$ cat config.mk
export PLATFORM = sky130hd
export DESIGN_NAME = stat_report_mc
export DESIGN_NICKNAME = d
export VERILOG_FILES = /design/src/rtl/stat_report_pkg.sv /design/src/rtl/stat_report_mc_tick.sv /design/src/rtl/stat_report_mc.sv
export SDC_FILE = /design/constraint.sdc
export NUM_CORES = 1
export LEC_CHECK = 0
export CAP_MARGIN = 25
export CORE_UTILIZATION = 38
export CTS_CLUSTER_SIZE = 14
export DETAILED_ROUTE_END_ITERATION = 10
export PLACE_DENSITY_LB_ADDON = 0.08
export SLEW_MARGIN = 30
export SYNTH_ARGS = -nofsm -noshare
export SYNTH_HDL_FRONTEND = slang
export SYNTH_SLANG_ARGS = --single-unit
$ cat constraint.sdc
create_clock -name clk -period 22.8 [get_ports clk]
set_clock_uncertainty 0.1 [all_clocks]
set_input_delay 6.84 -clock clk [delete_from_list [all_inputs] [get_ports clk]]
set_output_delay 6.84 -clock clk [all_outputs]
set_load 0.01 [all_outputs]
$ cat src/rtl/stat_report_pkg.sv
// Shared types and constants for the statistics report generator.
//   state_t   : frame FSM states
//   ASC_*     : ASCII constants used in report lines
//   nib2asc() : 4-bit value to upper-case ASCII hex digit
package stat_report_pkg;

    typedef enum logic [2:0] {
        S_IDLE,
        S_HDR,
        S_TOT,
        S_SEP,
        S_COR,
        S_ERR,
        S_EOL,
        S_NEXT
    } state_t;

    localparam logic [7:0] ASC_C     = 8'h43;
    localparam logic [7:0] ASC_COLON = 8'h3A;
    localparam logic [7:0] ASC_SPACE = 8'h20;
    localparam logic [7:0] ASC_E     = 8'h45;
    localparam logic [7:0] ASC_CR    = 8'h0D;
    localparam logic [7:0] ASC_LF    = 8'h0A;

    // 0-9 map onto '0'..'9'; 10-15 onto 'A'..'F' ('A' - 10 = 8'h37)
    function automatic logic [7:0] nib2asc(input logic [3:0] n);
        return (n < 4'd10) ? (8'h30 + 8'(n)) : (8'h37 + 8'(n));
    endfunction

endpackage

$ cat src/rtl/stat_report_mc_tick.sv
// Report period timer.
//   clk, rst : clock, asynchronous active-high reset
//   tick     : one-cycle pulse every CLK_FREQ/REPORT_FREQ cycles
module report_tick_gen #(
    parameter int unsigned CLK_FREQ    = 50_000_000,
    parameter int unsigned REPORT_FREQ = 2
) (
    input  logic clk,
    input  logic rst,
    output logic tick
);

    localparam int unsigned P  = CLK_FREQ / REPORT_FREQ;
    localparam int unsigned CW = (P > 1) ? $clog2(P) : 1;

    logic [CW-1:0] cnt;

    // Free-running period counter, wraps at P-1
    always_ff @(posedge clk or posedge rst) begin
        if (rst) begin
            cnt <= '0;
        end else if (cnt == CW'(P - 1)) begin
            cnt <= '0;
        end else begin
            cnt <= cnt + CW'(1);
        end
    end

    // Direct decode of the counter register; high for the last cycle of each period
    assign tick = (cnt == CW'(P - 1));

endmodule

$ cat src/rtl/stat_report_mc.sv
// Periodic ASCII statistics reporter for a UART transmitter.
// Each period the per-channel total/correct counters are snapshotted and one
// line per enabled channel is streamed: "C<i>:<total> <correct>\r\n".
// Optional macro STAT_REPORT_ERR_EN appends " E<total-correct>" before CR.
//   clk, rst       : clock, asynchronous active-high reset
//   total, correct : N_CH packed CNT_W-bit counters (channel i at [i*CNT_W +: CNT_W])
//   ch_en          : per-channel report enable
//   data, valid    : byte stream to the transmitter, transfer when valid & require
//   require        : transmitter ready
//   busy           : frame in progress
//   overrun        : sticky, a report tick arrived while a frame was running
module stat_report_mc
    import stat_report_pkg::*;
#(
    parameter int unsigned CLK_FREQ    = 50_000_000,
    parameter int unsigned REPORT_FREQ = 2,
    parameter int unsigned N_CH        = 4,
    parameter int unsigned CNT_W       = 32
) (
    input  logic                  clk,
    input  logic                  rst,
    input  logic [N_CH*CNT_W-1:0] total,
    input  logic [N_CH*CNT_W-1:0] correct,
    input  logic [N_CH-1:0]       ch_en,
    output logic [7:0]            data,
    output logic                  valid,
    input  logic                  require,
    output logic                  busy,
    output logic                  overrun
);

    localparam int unsigned D    = CNT_W / 4;
    localparam int unsigned CH_W = (N_CH > 1) ? $clog2(N_CH) : 1;
    localparam int unsigned PW   = $clog2(D + 3);

    logic                             tick;
    state_t                           state, state_n;
    logic [PW-1:0]                    pos, pos_n;
    logic [CH_W-1:0]                  ch, ch_n;
    logic [7:0]                       data_n;
    logic                             adv;
    logic [N_CH-1:0][CNT_W-1:0]       tot_s, cor_s;
    logic [N_CH-1:0]                  en_s;
    logic [CH_W:0]                    pick_first, pick_after;

    report_tick_gen #(
        .CLK_FREQ    (CLK_FREQ),
        .REPORT_FREQ (REPORT_FREQ)
    ) u_tick (
        .clk  (clk),
        .rst  (rst),
        .tick (tick)
    );

    // Lowest enabled channel above cur (or lowest overall when any=1); MSB = found
    function automatic logic [CH_W:0] pick(input logic [N_CH-1:0] en,
                                           input logic [CH_W-1:0] cur,
                                           input logic            any);
        logic [CH_W:0] r;
        r = '0;
        for (int i = int'(N_CH) - 1; i >= 0; i--) begin
            if (en[i] && (any || (CH_W'(i) > cur))) begin
                r = {1'b1, CH_W'(i)};
            end
        end
        return r;
    endfunction

    // Hex digit idx (0 = least significant) of a counter word
    function automatic logic [7:0] hex_digit(input logic [CNT_W-1:0] w,
                                             input logic [PW-1:0]    idx);
        return nib2asc(4'(w >> {idx, 2'b00}));
    endfunction

    assign adv        = valid && require;
    assign pick_first = pick(ch_en, '0, 1'b1);
    assign pick_after = pick(en_s, ch, 1'b0);

`ifdef STAT_REPORT_ERR_EN
    logic [CNT_W-1:0] err_w;
    assign err_w = tot_s[ch] - cor_s[ch];
`endif

    // Next state and next output byte; the byte for the state being entered is
    // prepared here so it is on data the cycle after each transfer.
    always_comb begin
        state_n = state;
        pos_n   = pos;
        ch_n    = ch;
        data_n  = data;

        case (state)
            S_IDLE: begin
                if (tick && pick_first[CH_W]) begin
                    state_n = S_HDR;
                    pos_n   = '0;
                    ch_n    = pick_first[CH_W-1:0];
                end
            end
            S_HDR: if (adv) begin
                if (pos == PW'(2)) begin state_n = S_TOT; pos_n = '0; end
                else               pos_n = pos + PW'(1);
            end
            S_TOT: if (adv) begin
                if (pos == PW'(D - 1)) begin state_n = S_SEP; pos_n = '0; end
                else                   pos_n = pos + PW'(1);
            end
            S_SEP: if (adv) begin
                state_n = S_COR;
                pos_n   = '0;
            end
            S_COR: if (adv) begin
                if (pos == PW'(D - 1)) begin
`ifdef STAT_REPORT_ERR_EN
                    state_n = S_ERR;
`else
                    state_n = S_EOL;
`endif
                    pos_n = '0;
                end else begin
                    pos_n = pos + PW'(1);
                end
            end
`ifdef STAT_REPORT_ERR_EN
            S_ERR: if (adv) begin
                if (pos == PW'(D + 1)) begin state_n = S_EOL; pos_n = '0; end
                else                   pos_n = pos + PW'(1);
            end
`endif
            S_EOL: if (adv) begin
                if (pos == '0) begin
                    pos_n = PW'(1);
                end else if (pick_after[CH_W]) begin
                    // LF accepted: channel selection folded in so lines stay gapless
                    state_n = S_HDR;
                    pos_n   = '0;
                    ch_n    = pick_after[CH_W-1:0];
                end else begin
                    state_n = S_IDLE;
                    pos_n   = '0;
                end
            end
            S_NEXT: begin
                pos_n = '0;
                if (pick_after[CH_W]) begin
                    state_n = S_HDR;
                    ch_n    = pick_after[CH_W-1:0];
                end else begin
                    state_n = S_IDLE;
                end
            end
            default: begin
                state_n = S_IDLE;
                pos_n   = '0;
            end
        endcase

        case (state_n)
            S_HDR:   data_n = (pos_n == '0)     ? ASC_C :
                              (pos_n == PW'(1)) ? nib2asc(4'(ch_n)) : ASC_COLON;
            S_TOT:   data_n = hex_digit(tot_s[ch], PW'(D - 1) - pos_n);
            S_SEP:   data_n = ASC_SPACE;
            S_COR:   data_n = hex_digit(cor_s[ch], PW'(D - 1) - pos_n);
`ifdef STAT_REPORT_ERR_EN
            S_ERR:   data_n = (pos_n == '0)     ? ASC_SPACE :
                              (pos_n == PW'(1)) ? ASC_E :
                              hex_digit(err_w, PW'(D + 1) - pos_n);
`endif
            S_EOL:   data_n = (pos_n == '0) ? ASC_CR : ASC_LF;
            default: data_n = data;
        endcase
    end

    // State, output and snapshot registers
    always_ff @(posedge clk or posedge rst) begin
        if (rst) begin
            state   <= S_IDLE;
            pos     <= '0;
            ch      <= '0;
            data    <= 8'h00;
            valid   <= 1'b0;
            busy    <= 1'b0;
            overrun <= 1'b0;
            tot_s   <= '0;
            cor_s   <= '0;
            en_s    <= '0;
        end else begin
            state <= state_n;
            pos   <= pos_n;
            ch    <= ch_n;
            data  <= data_n;
            valid <= (state_n != S_IDLE);
            busy  <= (state_n != S_IDLE);
            // A tick on the final LF edge still sees a non-idle state and is dropped
            if (tick && (state != S_IDLE)) begin
                overrun <= 1'b1;
            end
            if (tick && (state == S_IDLE)) begin
                tot_s <= total;
                cor_s <= correct;
                en_s  <= ch_en;
            end
        end
    end

endmodule

# Word-level counts from Yosys, hierarchy flattened
# Index checks and enable logic that the tools add are counted.
word_totals:
  reg_bits: 304
  elab_cells: 111
  inputBits: 263
  output_inout_bits: 11
classes:
  add_sub_neg: 9
  n_shift: 2
  n_mux: 46
  n_lt_le_gt_ge: 8
  n_eq_ne: 15
  n_reduce_logical: 15
ops:
  columns: ["cell", "n"]
  rows:
  - ["$bmux W32 S2", 2]
  - ["$mux W32", 2]
  - ["$shr A32 B6 Y4", 2]
  - ["$mux W3", 19]
  - ["$pmux W8 S5", 1]
  - ["$mux W7", 5]
  - ["$add A6 B4 Y7 const A", 4]
  - ["$mux W4", 7]
  - ["$add A25 B1 Y25 const B", 1]
  - ["$eq A25 B25 Y1 const B", 1]
  - ["$mux W25", 1]
  - ["$pmux W3 S7", 1]
  - ["$pmux W4 S5", 1]
  - ["$eq A3 B3 Y1 const B", 5]
  - ["$add A6 B2 Y7 const A", 2]
  - ["$eq A3 B2 Y1 const B", 4]
  - ["$logic_and A1 B1 Y1", 8]
  - ["$logic_not A4 Y1", 2]
  - ["$lt A4 B4 Y1 const B", 2]
  - ["$mux W2", 4]
  - ["$eq A3 B1 Y1 const B", 2]
  - ["$pmux W2 S3", 1]
  - ["$reduce_bool A3 Y1", 2]
  - ["$reduce_bool A5 Y1", 1]
  - ["other kinds (12)", 15]

# Logic depth before layout (Yosys ltp)
# Gate-level depths: netlist of the first run.
depth:
  depth_word: 15
  mapped_depth: 17
  ltp_nobuf: 15

# Hierarchy
# Synthesis of the first run repeated with hierarchy kept, for this count alone.
unflattened:
  cells_unflattened: 1037
  hier_area_um2: 14614.0
modules_own_cells:
  columns: ["module", "n_inst", "cells_per_inst", "seq_area_each_um2", "area_per_inst_um2"]
  rows:
  - ["stat_report_mc", 1, 903, 6931.6, 13276.5]
  - ["report_tick_gen", 1, 134, 625.6, 1337.5]

# Least setup slack after synthesis of the first run
# Ideal clock, no wire load.
synth_path:
  path_type: "input port to flip-flop"
  from: "in ch_en[1]"
  to: "reg data[2]"
  slack_ps: 13381
  path_buffers: 2
  arrival_time_ps: 9195
  setup_ps: 124
  path_stages: 14
  t_required_ps: 22576
  cell_sequence: "nor2_1 nand2_1 a41oi_4 a21oi_4 inv_2 buf_2 buf_2 mux2i_1 mux2i_1 a32oi_1 ha_1 nand2_2 xor2_1 a211o_1"
synth_via:
  elab_chain_len: 10
  word_cells_on_any_way: 36
  cone_classes: "add/sub: 7; order compare: 3; eq/ne: 6; shift: 2; mux: 15; reduce/logical: 3"
synth_rtl:
  columns: ["element", "line", "source"]
  rows:
  - ["from (decl)", "stat_report_mc.sv:24", "input logic [N_CH-1:0] ch_en,"]
  - ["$mux W3 (*) (2 in a row)", "stat_report_mc.sv:62", "if (en[i] && (any || (CH_W'(i) > cur))) begin"]
  - ["$logic_and A1 B1 Y1 (*)", "stat_report_mc.sv:94", "if (tick && pick_first[CH_W]) begin"]
  - ["$mux W4 (*)", "stat_report_mc.sv:94", null]
  - ["$pmux W4 S5 (*)", "stat_report_mc.sv:92", "case (state)"]
  - ["net pos_n[1]", "stat_report_mc.sv:38", "logic [PW-1:0] pos, pos_n;"]
  - ["$sub A3 B4 Y4", "stat_report_mc.sv:161, stat_report_mc.sv:163", null]
  - ["$shr A32 B6 Y4", "stat_report_mc.sv:72", "return nib2asc(4'(w >> {idx, 2'b00}));"]
  - ["$add A6 B4 Y7 / $lt A4 B4 Y1 (equally long branches)", "stat_report_pkg.sv:27", "return (n < 4'd10) ? (8'h30 + 8'(n)) : (8'h37 + 8'(n));"]
  - ["$mux W7", "stat_report_pkg.sv:27", null]
  - ["$pmux W8 S5 (*)", "stat_report_mc.sv:158", "case (state_n)"]
  - ["to (signal assigned)", "stat_report_mc.sv:191", "data <= data_n;"]
  - ["to (decl)", "stat_report_mc.sv:25", "output logic [7:0] data,"]
# Mark *: on every way through the listed nets, which the timed path passes. The rest lies on a longest branch. The select of a mux whose other input is x is not followed.
# A chain may end at the register's enable or synchronous reset.

# Worst setup path in the final report of the first run
layout_path:
  from: "in ch_en[1]"
  to: "reg data[2]"
layout_via:
  elab_chain_len: 10
  word_cells_on_any_way: 36
  cone_classes: "add/sub: 7; order compare: 3; eq/ne: 6; shift: 2; mux: 15; reduce/logical: 3"
layout_rtl:
  columns: ["element", "line"]
  rows:
  - ["$mux W3 (*) (2 in a row)", "stat_report_mc.sv:62"]
  - ["$logic_and A1 B1 Y1", "stat_report_mc.sv:94"]
  - ["$mux W4 / $mux W2 (equally long branches)", "stat_report_mc.sv:94"]
  - ["$pmux W4 S5 / $pmux W2 S3 (equally long branches)", "stat_report_mc.sv:92"]
  - ["$sub A3 B4 Y4, or another cell as far along", "stat_report_mc.sv:161, stat_report_mc.sv:163"]
  - ["$shr A32 B6 Y4 / $mux W7 (equally long branches)", "stat_report_mc.sv:72, stat_report_pkg.sv:27"]
  - ["$add A6 B4 Y7, or another cell as far along", "stat_report_pkg.sv:27"]
  - ["$mux W7 (on tied branches)", "stat_report_pkg.sv:27, stat_report_mc.sv:159"]
  - ["$pmux W8 S5", "stat_report_mc.sv:158"]
# Mark *: on every way between the ends. The rest lies on a longest branch, timed or not. The select of a mux whose other input is x is not followed.

==> reports/metrics.cfg, run 1 <==
[outcome]
status=finished, final reports clean

[synth]
ys_seq_area_frac=0.513
synthesis.area_mm2=0.0147
synthFlopType=dfrtp_1
synth_edf_count=0
netlist_instances=1581
async_flop_share=1.00
synth_common_cells=nand2_1 (826), dfrtp_1 (302), clkbuf_1 (69)
netlist.area_leader.share=0.513
syn_nets=1850
synth.distinct_cells=87
ys_ff_latch=302
syn_avg_cell_area_um2=9.33
yosysTopAreaCell=dfrtp_1
yosysMostFrequentCell=nand2_1
yosys_warnings=0
netlist_top_cells_area=dfrtp_1 (51%), nand2_1 (21%), mux4_2 (9.5%), clkbuf_1 (1.8%), nor2_1 (0.99%)

[place]
pre_cts_ws_ns=12.21
dp_hpwl_mm=30.3
place.port_buffers=272
routabilityCongestion=0.828

[cts]
cts_sinks=302
clkTransAtPathRegs_ns=0.06
cts_resized=0
htree_levels=2
post-cts-setup-buffer-count=0
cts_tree=done
clk_latency_ns=0.52
cts.path.max_buffers=3
cts_hold_buf=0
cts_buffers=36
cts_root_buf=clkbuf_16

[power_and_ir_drop]
power.density_mw_per_mm2=91.3
ir_worst_vdd_uv=76.8
finalPower_w=0.00174
power.leakage_nw=7.97

[setup_path]
cp_top_family=compound AO/OA/AOI/OAI gates
critical-path-max-stage-delay_ns=0.57
crit_type=in -> reg
regToRegSetupSlack_ns=18.57
cp.buffers_inverters=2
crit_required_ns=23.09
timing.critical_path.arrival_ns=10.38
worstPathMaxFanout=32
startpoint_type=input pin
end_kind=flip-flop
crit_chain=clkdlybuf4s50_1 > nor2_1 > nand2_1 > a41oi_4 > a21oi_4 > inv_2 > mux2i_1 > a2111oi_2 > a2bb2oi_4 > nand2_2 > xor2_1 > a211o_1
critPathSlowestCell=a2111oi_2

[detailed_routing]
wire_per_inst_um=18.1
drc=0
initialDrtViolationCount=761
vias_per_cell=4.97
wl_mm=42.4
num_vias=11636
dr.pass1.iters=4
ant_nets=0

[die]
top_level_ports=274
die_h_um=199
fp-row-count=71
core-area_mm2=0.0379
die_w_um=199
initial_core_util=0.389
die_area_mm2=0.0396

[global_routing]
grt_start_max_net_pins=128
grt_pass1_vias=11797
grt_pass1_wl_mm=66.8
antenna_found_initial=1
grt-ovfl-total=0
grt_use_total=0.220

[final_layout]
multi_input_area_mm2=0.00667
layout-drive-gt1-share=0.0973
final-seq-area_mm2=0.00756
finish.utilization=0.501
finish.net_count=2074
nFillCells=3643
areaGrowthSynthToFinish_pct=28.8

[timing]
min_period_ns=10.08
slew_violations=0
fin_setup_tns_ns=0
fmax_mhz=99.2
fin_ws_ns=12.72
rsz0062_at_grt=no
tightestPinTransition_ns=0.909
finalSetupViolCount=0
hold_viol=0
max-slew-margin-rel=0.394
period_share=0.442

[run]
max_cap_viol_count=0

[min_path]
hold_path.class=reg -> reg

logic make-up after synthesis:
logic type      synth area share
compound gates            0.0556
xor+xnor                  0.0166
fa+ha+maj                0.00509
buf+inv                   0.0360
flops                      0.513
mux                        0.108
other cells             0.000254
simple gates               0.266
placed cells by master (no fill, tap or decap), drive strengths merged, types with 14 or more instances in the layout:
master	netlist	layout
nand3	20	20
mux2i	14	14
mux4	64	64
xor2	14	14
dfrtp	302	302
xnor2	14	14
nor2	40	40
nand2	827	827
clkbuf	70	53
clkdlybuf4s50	0	272
a21oi	15	15
per-stage QoR:
| stage | cell area (µm²) | hold slack, ns | std cells |
|---|---|---|---|
| CTS | 19000 | 0.357 | 2341 |
| global route | 19000 | 0.369 | 2342 |
| floorplan | 14700 | 0.333 | 1581 |
| global placement | 17700 | 0.342 | 2277 |
| detailed placement | 17800 | 0.344 | 2278 |
| finish | 19000 | 0.350 | 2342 |
area by class of cell:
| cell class | instances | share of cell area |
|---|---|---|
| Timing Repair Buffer | 284 | 0.149 |
| Sequential cell | 302 | 0.398 |
| Inverter | 14 | 0.00342 |
| Tap cell | 511 | 0.0337 |
| Multi-Input combinational cell | 1167 | 0.351 |
| Antenna cell | 1 | 0.000132 |
| Clock inverter | 10 | 0.00599 |
| Clock buffer | 53 | 0.0583 |
layer usage:
| metal | share of wire | routed length (µm) | track usage | up-vias |
|---|---|---|---|---|
| met5 | 0 | 0 | 0 | - |
| met4 | 0.020 | 869 | 0.0530 | 0 |
| met3 | 0.050 | 2120 | 0.0348 | 49 |
| met2 | 0.48 | 20300 | 0.356 | 270 |
| met1 | 0.45 | 19100 | 0.309 | 5689 |
| li1 | - | - | - | 5628 |
sequential cells by signal, indices dropped and copies added (netlist names):
signal      flops
overrun         1
u_tick.cnt     25
ch              2
data            7
pos             4
state           3
cor_s         128
en_s            3
tot_s         128
busy            1
worst paths after layout:
check | startpoint | end | cells past startpoint
min in group asynchronous | rst | tot_s[119] | 2
hold / removal | overrun | overrun | 1
setup / recovery | ch_en[1] | data[2] | 12
setup reg to reg | state[0] | data[2] | 11
hold reg to reg | overrun | overrun | 1
max in group asynchronous | rst | cor_s[120] | 4
power breakdown:
part	switching (W)	internal, W
registers	0.0000313	0.000547
logic	0.000315	0.000253
clock network	0.000229	0.000359
Power figures use the tool's default switching activity.
==> inputs of run 2 (changes only) <==
clock period = 9.03 ns   (was 22.8 ns; I/O delays follow)
==> run 2 against run 1 <==
  * Wire length hardly changed
  * Clock power is 120% higher
  * Count of clock-buffer cells in the layout is 2 lower
  * Power is 140% higher
  * Largest cell class unchanged
  * Global-route usage is 0.15 points lower
  * Highest routed layer unchanged
  * Final cell count is 0.30% lower
==> reports/metrics.cfg, run 2 (synthesis gave the netlist of run 1 again) <==
[cts]
cts_resized=0  ; unchanged
cts_sinks=302  ; unchanged
clk_latency_ns=0.52  ; about the same
htree_levels=2  ; unchanged
cts_buffers=35  ; -2.8%
post-cts-setup-buffer-count=0  ; unchanged
cts_tree=done
cts.path.max_buffers=3  ; unchanged
cts_hold_buf=0  ; unchanged
clkTransAtPathRegs_ns=0.06  ; about the same
cts_root_buf=clkbuf_16

[global_routing]
grt_pass1_vias=11655  ; -1.2%
grt_pass1_wl_mm=66.1  ; -0.96%
antenna_found_initial=0  ; -1
grt_use_total=0.219  ; -0.00147
grt_start_max_net_pins=172  ; +34%
grt-ovfl-total=0  ; unchanged

[place]
placed_area_mm2=0.0178  ; about the same
place.port_buffers=272  ; unchanged
routabilityCongestion=0.812  ; -1.9%
dp_hpwl_mm=30.3  ; about the same

[setup_path]
end_kind=flip-flop
worstPathMaxFanout=32  ; unchanged
crit_type=in -> reg
critPathLaunch=ch_en[1]
startpoint_type=input pin
timing.critical_path.arrival_ns=6.20  ; -4.18 ns
crit_required_ns=9.34  ; -13.75 ns
rr_startpoint=state[0]

[timing]
period_share=0.652
tightestPinTransition_ns=0.872  ; -0.0377 ns
finalSetupViolCount=0  ; unchanged
max-slew-margin-rel=0.419  ; +0.0252
fmax_mhz=170
hold_viol=0  ; unchanged
min_period_ns=5.89
fin_setup_tns_ns=0  ; unchanged
slew_violations=0  ; unchanged
rsz0062_at_grt=no

[die]
die_w_um=199  ; unchanged
initial_core_util=0.389  ; unchanged
die_h_um=199  ; unchanged
die_area_mm2=0.0396  ; unchanged
core-area_mm2=0.0379  ; unchanged
top_level_ports=274  ; unchanged
fp-row-count=71  ; unchanged

[power_and_ir_drop]
power.density_mw_per_mm2=222  ; +140%
clockPowerShare=0.306  ; -0.033
ir_worst_vdd_uv=166  ; +120%
power.leakage_nw=7.86  ; -1.4%
p_sw_w=0.00141  ; +150%
internal_power_w=0.00276  ; +140%
combinationalPowerShare=0.345  ; +0.017
power_frac_seq=0.349  ; +0.015
switching_share=0.339  ; +0.00727

[final_layout]
finish.net_count=2074  ; unchanged
final-seq-area_mm2=0.00756  ; unchanged
multi_input_area_mm2=0.00667  ; unchanged
areaGrowthSynthToFinish_pct=27.5
final_cell_mix=nand2_1 (825), dfrtp_1 (300), clkdlybuf4s50_1 (272), mux4_2 (62), nor2_1 (39)
finish.utilization=0.496  ; -0.00528
layout-drive-gt1-share=0.0894  ; -0.00785
biggestRegsByFlops=cor_s: 128 flops, tot_s: 128 flops, u_tick.cnt: 25 flops
layout_commonest_cell=nand2_1
design_area_mm2=0.0188  ; -1.1%
nFillCells=3612  ; -0.85%

[detailed_routing]
vias_per_cell=5.01  ; +0.92%
ant_nets=0  ; unchanged
wl_mm=42.5  ; about the same
wire_per_inst_um=18.2  ; +0.39%
dr.pass1.iters=5  ; +1
num_vias=11708  ; +0.62%
initialDrtViolationCount=791  ; +3.9%
drc=0  ; unchanged

[min_path]
min_from=overrun
hold_path.class=reg -> reg

[outcome]
status=finished, final reports clean

[run]
max_cap_viol_count=0  ; unchanged

## run 2: cell types whose count changed in the layout (fill, tap and decap cells not counted), moves of 2 or more
cell / previous run / this run
bufinv_16: 2 / 0
clkbuf_1: 5 / 13
clkbuf_8: 10 / 3
clkinv_8: 2 / 0
clkbuf_16: 38 / 35
clkinv_2: 6 / 3
## run 2: per-stage QoR
| stage | hold WS (ns) | instances | power [W] | setup WS, ns |
|---|---|---|---|---|
| 2_1_floorplan | 0.333 | 1581 | 0.00257 | 2.21 |
| 3_3_place_gp | 0.343 | 2277 | 0.00290 | 2.71 |
| 3_5_place_dp | 0.349 | 2277 | 0.00292 | 2.62 |
| 4_1_cts | 0.360 | 2332 | 0.00421 | 3.16 |
| 5_1_grt | 0.369 | 2334 | 0.00441 | 2.96 |
| 6_report | 0.354 | 2335 | 0.00417 | 3.14 |
## run 2: power by group through the flow
stage	Sequential [W]	Combinational, W	Clock, W
floorplan	0.00143	0.00114	0
global placement	0.00148	0.00142	0
detailed placement	0.00148	0.00144	0
CTS	0.00146	0.00144	0.00131
global route	0.00146	0.00158	0.00137
finish	0.00146	0.00144	0.00128
## run 2: worst max-delay path, cell delays in order
cell and delay (ns):
clkdlybuf4s50_1 0.45, nor2_1 0.15, nand2_1 0.19, a41oi_4 0.43
a21oi_4 0.21, inv_2 0.53, mux2i_1 0.20, a2111oi_2 0.56
a2bb2oi_4 0.25, nand2_2 0.08, xor2_1 0.14, a211o_1 0.29
## run 2: routing by layer
| metal | vias to the layer above | GRT usage | share of wire |
|---|---|---|---|
| met5 | - | 0 | 0 |
| met4 | 0 | 0.0573 | 0.022 |
| met3 | 60 | 0.0309 | 0.045 |
| met2 | 278 | 0.353 | 0.48 |
| met1 | 5729 | 0.308 | 0.46 |
| li1 | 5641 | - | - |
## run 2: area by class of cell
cell class	instances	area share
antenna	1	0.000133
clock buffer	51	0.0514
clock inverter	4	0.00126
inverter	14	0.00300
multi-input combinational	1167	0.355
sequential	302	0.402
tap	511	0.0340
timing repair buffer	285	0.153
## run 2: path summary, 6_finish.rpt
check	cells past startpoint	slack, ns	endpoint
max in group asynchronous	4	4.96	ch[0]
setup reg to reg	11	4.88	data[2]
hold / removal	1	0.35	overrun
min in group asynchronous	2	2.43	tot_s[126]
setup / recovery	12	3.14	data[2]
hold reg to reg	1	0.35	overrun
==> inputs of run 3 (changes only) <==
clock period = 4.79 ns   (was 9.03 ns; I/O delays follow)
==> run 3 against run 2 <==
  * Worst hold slack better by 0.0055 ns
  * Sequential power increased by 87%
  * Critical path type unchanged
  * Critical endpoint is now data[4]
  * Critical path depth grew 2
  * Core utilization is 0.86 points higher
  * Die area unchanged
  * Count of clock-buffer cells in the layout up 4
  * Combinational power rose by 97%
  * Via count barely moved
  * Setup slack got worse by 2.6 ns
  * Final area is 1.7% higher
  * Flip-flop and latch count unchanged
==> reports/metrics.cfg, run 3 (synthesis gave the netlist of run 1 again) <==
[min_path]
min_to=tot_s[67]
min_from=tot_s[67]
hold_path.class=reg -> reg
hold_depth=2  ; +1

[global_routing]
grt_pass1_wl_mm=66.5  ; +0.60%
grt_use_total=0.221  ; +0.00200
grt-ovfl-total=0  ; unchanged
grt_pass1_vias=11865  ; +1.8%
grt_start_max_net_pins=145  ; -16%
antenna_found_initial=3  ; +3

[final_layout]
areaGrowthSynthToFinish_pct=29.7
finish.net_count=2088  ; +0.68%
final-seq-area_mm2=0.00756  ; unchanged
multi_input_area_mm2=0.00667  ; unchanged
biggestRegsByFlops=cor_s: 128 flops, tot_s: 128 flops, u_tick.cnt: 25 flops
layout-drive-gt1-share=0.102  ; +0.0125
nFillCells=3613  ; +0.028%
layout_commonest_cell=nand2_1
design_area_mm2=0.0191  ; +1.7%
final_cell_mix=nand2_1 (825), dfrtp_1 (300), clkdlybuf4s50_1 (272), mux4_2 (62), nor2_1 (39)

[outcome]
status=finished, final reports clean

[place]
routabilityCongestion=0.831  ; +2.4%
dp_hpwl_mm=30.7  ; +1.4%
place.port_buffers=272  ; unchanged
placed_area_mm2=0.0179  ; +1.0%

[timing]
period_share=0.886
slew_violations=0  ; unchanged
fmax_mhz=236
finalSetupViolCount=0  ; unchanged
max-slew-margin-rel=0.386  ; -0.0333
tightestPinTransition_ns=0.922  ; +0.0499 ns
hold_viol=0  ; unchanged
rsz0062_at_grt=no
min_period_ns=4.24

[die]
fp-row-count=71  ; unchanged
die_w_um=199  ; unchanged
die_area_mm2=0.0396  ; unchanged
die_h_um=199  ; unchanged
initial_core_util=0.389  ; unchanged
top_level_ports=274  ; unchanged
core-area_mm2=0.0379  ; unchanged

[power_and_ir_drop]
clockPowerShare=0.330  ; +0.024
power.leakage_nw=8.04  ; +2.3%
power.density_mw_per_mm2=434  ; +96%
power_frac_seq=0.329  ; -0.020
switching_share=0.330  ; -0.00881
p_sw_w=0.00274  ; +94%
internal_power_w=0.00557  ; +100%
finalPower_w=0.00831  ; +99%
ir_worst_vdd_uv=414  ; +150%
combinationalPowerShare=0.341  ; -0.004

[cts]
clkTransAtPathRegs_ns=0.05  ; about the same
cts_buffers=37  ; +5.7%
cts_sinks=302  ; unchanged
cts_root_buf=clkbuf_16
clk_latency_ns=0.53  ; about the same
cts.path.max_buffers=3  ; unchanged
post-cts-setup-buffer-count=0  ; unchanged
htree_levels=2  ; unchanged
cts_tree=done
cts_hold_buf=0  ; unchanged
cts_resized=0  ; unchanged

[setup_path]
startpoint_type=input pin
crit_type=in -> reg
crit_required_ns=5.13  ; -4.21 ns
reg2reg_depth=12  ; +1
regToRegSetupSlack_ns=1.00  ; -3.88 ns
end_kind=flip-flop
r2r-end=data[4]
worstPathMaxFanout=12  ; -63%
timing.critical_path.arrival_ns=4.58  ; -1.62 ns
rr_startpoint=state[0]

[detailed_routing]
num_vias=11701  ; -0.060%
initialDrtViolationCount=779  ; -1.5%
drc=0  ; unchanged
dr.pass1.iters=5  ; unchanged
vias_per_cell=4.97  ; -0.95%
wire_per_inst_um=18.1  ; -0.30%
ant_nets=0  ; unchanged
wl_mm=42.7  ; +0.60%

[run]
max_cap_viol_count=0  ; unchanged

==> run 3: cell types whose count changed in the layout (fill, tap and decap cells not counted), sizes merged <==
| cell | delta |
|---|---|
| buf | +12 |
| clkbuf | +4 |
| bufinv | +2 |
| clkinv | +2 |
| inv | +1 |
==> run 3: worst max path at each step <==
| stage | start | to | slack, ns |
|---|---|---|---|
| global placement | ch_en[1] | data[2] | 0.21 |
| CTS | ch_en[1] | data[4] | 0.59 |
| finish | ch_en[1] | data[4] | 0.55 |
| global route | ch_en[1] | data[4] | 0.39 |
| detailed placement | ch_en[1] | data[4] | 0.05 |
| floorplan | rst | busy | -0.76 |
==> run 3: per-layer routing <==
layer  up-vias  share of wire  global-route usage
met3        56          0.048              0.0366
met2       283           0.48               0.362
li1       5679              -                   -
met4         4          0.020              0.0556
met5         -        0.00054                   0
met1      5679           0.45               0.304
==> run 3: area by class of cell <==
type                       instances  area share
inverter                          14     0.00294
multi-input combinational       1167       0.349
timing repair buffer             297       0.157
sequential                       302       0.396
tap                              511      0.0334
clock inverter                     9     0.00556
antenna                            1    0.000131
clock buffer                      55      0.0567
==> run 3: metrics by stage <==
step                setup TNS (ns)  hold WS [ns]  setup slack, ns   util  cells
floorplan                  -230.13         0.333           -0.762      -   1581
global placement                 0         0.342            0.210  0.473   2291
detailed placement               0         0.350           0.0536  0.473   2291
CTS                              0         0.363            0.594  0.504   2355
global route                     0         0.373            0.390  0.504   2356
finish                           0         0.359            0.546  0.504   2356
==> run 3: power groups by stage <==
stage	sequential [W]	combinational, W	clock [W]
3_5_place_dp	0.00277	0.00283	0
2_1_floorplan	0.00270	0.00214	0
3_3_place_gp	0.00278	0.00277	0
6_report	0.00273	0.00284	0.00274
4_1_cts	0.00273	0.00284	0.00281
5_1_grt	0.00274	0.00310	0.00291
==> run 3: worst max-delay path, stage by stage <==
cell and delay, ns:
clkdlybuf4s50_1 0.45, nor2_1 0.19, nand2_1 0.22, a41oi_4 0.35, a21oi_4 0.09, inv_2 0.21
buf_4 0.23, mux2i_1 0.23, o22ai_1 0.11, a31oi_2 0.28, ha_1 0.25, o21ai_1 0.10
a311o_1 0.33, o211ai_1 0.09
